===== src/rtl/buffer_pkg.sv =====
// Shared constants and FSM state type for the buffer unloader.
// Optional parity frame bit is enabled by BUFFER_UNLOADER_PARITY_EN.
package buffer_pkg;

  localparam int DATA_W = 16;
  localparam int DEPTH  = 16;
  localparam int CNT_W  = 5;

  typedef enum logic [2:0] {
    S_IDLE   = 3'd0,
    S_READ   = 3'd1,
    S_WAIT   = 3'd2,
    S_SHIFT  = 3'd3
`ifdef BUFFER_UNLOADER_PARITY_EN
    ,
    S_PARITY = 3'd4
`endif
  } state_t;

endpackage


===== src/rtl/occ_counter.sv =====
// Saturating occupancy counter with a sticky overflow flag.
// Tracks words written into and read out of the upstream buffer.
module occ_counter
  import buffer_pkg::*;
#(
  parameter int DEPTH = buffer_pkg::DEPTH,
  parameter int CNT_W = buffer_pkg::CNT_W
) (
  input  logic             clk,
  input  logic             rst,
  input  logic             inc,
  input  logic             dec,
  output logic [CNT_W-1:0] occupancy,
  output logic             overflow
);

  localparam logic [CNT_W-1:0] FULL = CNT_W'(DEPTH);

  // Count writes up, reads down; saturate at FULL and latch overflow.
  always_ff @(posedge clk) begin
    if (rst) begin
      occupancy <= '0;
      overflow  <= 1'b0;
    end else begin
      case ({inc, dec})
        2'b10: begin
          if (occupancy == FULL)
            overflow <= 1'b1;
          else
            occupancy <= occupancy + 1'b1;
        end
        2'b01: begin
          if (occupancy != '0)
            occupancy <= occupancy - 1'b1;
        end
        default: ;
      endcase
    end
  end

endmodule


===== src/rtl/buffer_unloader.sv =====
// Reads words from a registered-output buffer and serialises them MSB first.
// BUFFER_UNLOADER_PARITY_EN appends an even-parity bit to every frame.
module buffer_unloader
  import buffer_pkg::*;
#(
  parameter int DATA_W = buffer_pkg::DATA_W,
  parameter int DEPTH  = buffer_pkg::DEPTH,
  parameter int CNT_W  = buffer_pkg::CNT_W
) (
  input  logic              clk,
  input  logic              rst,
  input  logic              buf_w,
  output logic              buf_rd,
  input  logic [DATA_W-1:0] buf_data,
  output logic              ser_data,
  output logic              ser_valid,
  input  logic              ser_ready,
  output logic              ser_last,
  output logic              busy,
  output logic [CNT_W-1:0]  occupancy,
  output logic              overflow
);

  localparam int IDX_W = $clog2(DATA_W);
  localparam logic [IDX_W-1:0] LAST_IDX = IDX_W'(DATA_W - 1);

  state_t            state;
  state_t            nxt;
  logic [DATA_W-1:0] sr;
  logic [IDX_W-1:0]  idx;
  logic              acc;
  logic              last_bit;
  logic              have_word;
`ifdef BUFFER_UNLOADER_PARITY_EN
  logic              par;
`endif

  assign acc       = ser_valid && ser_ready;
  assign last_bit  = (idx == LAST_IDX);
  assign have_word = (occupancy != '0);

  occ_counter #(
    .DEPTH (DEPTH),
    .CNT_W (CNT_W)
  ) u_occ (
    .clk       (clk),
    .rst       (rst),
    .inc       (buf_w),
    .dec       (buf_rd),
    .occupancy (occupancy),
    .overflow  (overflow)
  );

  // Next-state: fetch, wait for the registered data, then shift out.
  always_comb begin
    nxt = state;
    case (state)
      S_IDLE:  if (have_word) nxt = S_READ;
      S_READ:  nxt = S_WAIT;
      S_WAIT:  nxt = S_SHIFT;
      S_SHIFT: begin
        if (acc && last_bit) begin
`ifdef BUFFER_UNLOADER_PARITY_EN
          nxt = S_PARITY;
`else
          nxt = have_word ? S_READ : S_IDLE;
`endif
        end
      end
`ifdef BUFFER_UNLOADER_PARITY_EN
      S_PARITY: if (acc) nxt = have_word ? S_READ : S_IDLE;
`endif
      default: nxt = S_IDLE;
    endcase
  end

  // State register.
  always_ff @(posedge clk) begin
    if (rst) state <= S_IDLE;
    else     state <= nxt;
  end

  // Capture the word after WAIT, then shift one bit per accepted beat.
  always_ff @(posedge clk) begin
    if (rst) begin
      sr  <= '0;
      idx <= '0;
`ifdef BUFFER_UNLOADER_PARITY_EN
      par <= 1'b0;
`endif
    end else if (state == S_WAIT) begin
      sr  <= buf_data;
      idx <= '0;
`ifdef BUFFER_UNLOADER_PARITY_EN
      par <= ^buf_data;
`endif
    end else if (state == S_SHIFT && acc) begin
      sr  <= sr << 1;
      idx <= idx + 1'b1;
    end
  end

  // Outputs decoded from state; stall-stable since state/sr only move on acc.
  always_comb begin
    buf_rd    = 1'b0;
    ser_valid = 1'b0;
    ser_data  = 1'b0;
    ser_last  = 1'b0;
    busy      = (state != S_IDLE);
    case (state)
      S_READ:  buf_rd = 1'b1;
      S_SHIFT: begin
        ser_valid = 1'b1;
        ser_data  = sr[DATA_W-1];
`ifndef BUFFER_UNLOADER_PARITY_EN
        ser_last  = last_bit;
`endif
      end
`ifdef BUFFER_UNLOADER_PARITY_EN
      S_PARITY: begin
        ser_valid = 1'b1;
        ser_data  = par;
        ser_last  = 1'b1;
      end
`endif
      default: ;
    endcase
  end

endmodule

===== config.mk =====
export PLATFORM = sky130hd
export DESIGN_NAME = buffer_unloader
export DESIGN_NICKNAME = d
export VERILOG_FILES = /design/src/rtl/buffer_pkg.sv /design/src/rtl/occ_counter.sv /design/src/rtl/buffer_unloader.sv
export SDC_FILE = /design/constraint.sdc
export NUM_CORES = 1
export LEC_CHECK = 0
export ABC_AREA = 0
export CAP_MARGIN = 5
export CORE_UTILIZATION = 44
export DETAILED_ROUTE_END_ITERATION = 16
export PLACE_DENSITY = 0.81
export SYNTH_ARGS = -nofsm -noshare
export SYNTH_HDL_FRONTEND = slang
export SYNTH_SLANG_ARGS = --single-unit

===== constraint.sdc =====
create_clock -name clk -period 4.6 [get_ports clk]
set_input_delay 1.15 -clock clk [delete_from_list [all_inputs] [get_ports clk]]
set_output_delay 1.15 -clock clk [all_outputs]
set_load 0.1 [all_outputs]

==> results.toml <==
[route]
wirelength_um = 2840
first_iter_violations = 72
first_pass_iters = 4
final_antenna_net_count = 0
wl_per_cell_um = 13.0
drc = 0
via_per_inst = 5.16
vias = 1129

[global_routing]
grt_max_degree = 31
grt_pass1_wl_um = 4830
grt_use_total_pct = 17.9
grt_antenna_before_repair = 0
grt_pass1_vias = 1159
overflow = 0

[floorplanning]
die_h_um = 60.2
die_area_sq_mm = 0.00362
rows = 20
io_pins = 31
die-width_um = 60.2
start_util_pct = 47.6
core_area_sq_mm = 0.00313

[clock_network]
numCtsBuffers = 3
cts.hold.buffers_added = 0
clk_pin_slew_ns = 0.15
htree_levels = 1
cts_resized = 0
cts_tree = "yes"
insertion_delay_ns = 0.34
cts.sinks = 28
cts_setup_buffers = 0
root_buffer = "clkbuf_4"
clk_path_buf_depth = 2

[critical_path]
r2r-start = "state[1]"
end_kind = "output pin"
crit_required_ns = 3.45
critPathMaxStageDelay_ns = 1.13
crit_fanout = 7
cp_cell_sequence = "ha_1, and4_1, clkdlybuf4s50_1"
path_buf_inv = 1
slowest_stage = "clkdlybuf4s50_1"
worst_setup_path_start_kind = "flip-flop"
critPathKind = "reg -> out"
cp_data_arrival_time_ns = 2.43
cp_top_family = "buffers and inverters"
worstSetupStartpoint = "state[1]"

[synth]
avgSynthCellArea_sq_um = 10.1
yosys.area.top_type = "dfxtp_1"
synth_cell_types = 38
async_reset_ff_share_pct = 0
synth_top_area_share_pct = 37.6
yosys-top-cells-area = "dfxtp_1, mux2i_1, mux2_2"
netlist_area_sq_mm = 0.00149
syn_nets = 175
synth_edf_count = 0
yosysSeqAreaShare_pct = 37.6
synth_seq_cells = 28
yosysWarnings = 0
syn-instance-count = 148
ys.flop_type = "dfxtp_1"

[hold_path]
min_from = "u_occ.overflow"
hold_path.class = "reg -> reg"

[cells_and_area]
register_area_sq_um = 561
drive_gt1_share_pct = 13.7
final_cell_mix = "clkdlybuf4s50_1, dfxtp_1, nor2_1"
fillers = 287
final_common_cell = "clkdlybuf4s50_1"
nets = 203
syn2layout_area_growth_pct = 23.4
multi_input_area_sq_um = 871
antennaDiodeCount = 0

[sta]
fmax_mhz = 279
fin_hold_ws_ns = 0.487
finalCriticalPeriod_ns = 3.58
finalHoldViolations = 0
final.setup_skew_ns = 0.00850
tightest_slew_ns = 1.07
final.period_utilization_pct = 77.8
slew_headroom_pct = 28.5
drv_slew = 0
fin_tns_setup_ns = 0
setup_viol = 0
rsz0062_at_grt = "false"

[place]
dp_hpwl_um = 2140
port_buffers = 30
finalWeightedCongestion = 0.815

[pwr]
pwr-share-seq_pct = 33.9
p_clk_share_pct = 12.6
comb_power_share_pct = 53.5
vdd_drop_max_mv = 0.159
p_leak_uw = 0.000711
p_sw_uw = 459
powerDensity_mw_per_mm2 = 538
p_int_uw = 530
switching_share_pct = 46.4

[outcome]
status = "completed"

[job]
cap_violations = 0
[through the flow]
step | cell area (sq um) | util [%] | setup slack, ns | power [uW] | std cells
final | 1840 | 58.8 | 1.02 | 989 | 219
after CTS | 1840 | 58.8 | 1.02 | 996 | 219
after floorplan | 1490 | - | 1.26 | 764 | 148
after detailed placement | 1800 | 57.6 | 1.27 | 873 | 215
after global routing | 1840 | 58.8 | 0.915 | 1050 | 219
after global placement | 1800 | 57.6 | 1.41 | 852 | 215
[layout make-up]
class / count / share of cell area (%)
multi-input combinational: 109 / 47.4
sequential: 28 / 30.5
inverter: 4 / 0.817
clock buffer: 4 / 1.97
timing repair buffer: 30 / 16.3
tap: 44 / 3.00
[Yosys cell counts (2+ instances only)]
cell      count
mux2_1        3
a21oi_1       4
a31oi_1       2
nand3b_1      2
ha_1          7
buf_6         2
buf_1         2
mux2i_1      18
xor2_1        3
nor3_1        5
xnor2_1       3
nand3_1       2
nor2_1       25
a211oi_1      2
dfxtp_1      28
clkbuf_1      2
mux2_2       13
a31o_2        2
inv_1         4
[worst paths after layout]
kind                         to  slack (ns)  cells after the start
max                    ser_last        1.02                      3
min              u_occ.overflow        0.49                      2
max reg2reg  u_occ.occupancy[4]        2.27                      9
min reg2reg      u_occ.overflow        0.49                      2
[per-layer routing]
metal	share of wire [%]	track usage, %	wire length, um
met1	42	18.5	1190
met2	53	34.5	1490
met3	3.4	3.68	96
met4	2.0	6.64	56
met5	0	0	0
[power groups by stage]
stage / logic (uW) / clock network, uW / registers, uW
after CTS: 532 / 128 / 336
after floorplan: 316 / 0 / 448
after global placement: 515 / 0 / 337
after detailed placement: 530 / 0 / 343
final: 529 / 124 / 336
after global routing: 569 / 137 / 343
[registers in the layout (all words and copies together) (netlist names)]
signal           flops
sr                  16
u_occ.occupancy      5
idx                  4
state                2
u_occ.overflow       1
[worst register-to-register path: cells and delay by family, from the launching register on]
family	cells	cell delay, ns
buffers and inverters	1	0.09
AND/OR/NAND/NOR	1	0.39
adder cells (fa/ha/maj)	2	0.44
flip-flops	1	0.37
AO/OA/AOI/OAI	4	0.83
XOR/XNOR	1	0.13
[cell families (layout without fill, tap and decap cells)]
logic type / Yosys count / after routing / share of synthesized area (%)
flops: 28 / 28 / 37.6
mux: 34 / 34 / 24.2
compound gates: 16 / 16 / 8.74
xor+xnor: 6 / 6 / 3.53
fa+ha+maj: 7 / 7 / 5.88
buf+inv: 11 / 38 / 3.87
simple gates: 46 / 46 / 16.1
Note: power is estimated with default switching activity, not from simulation.
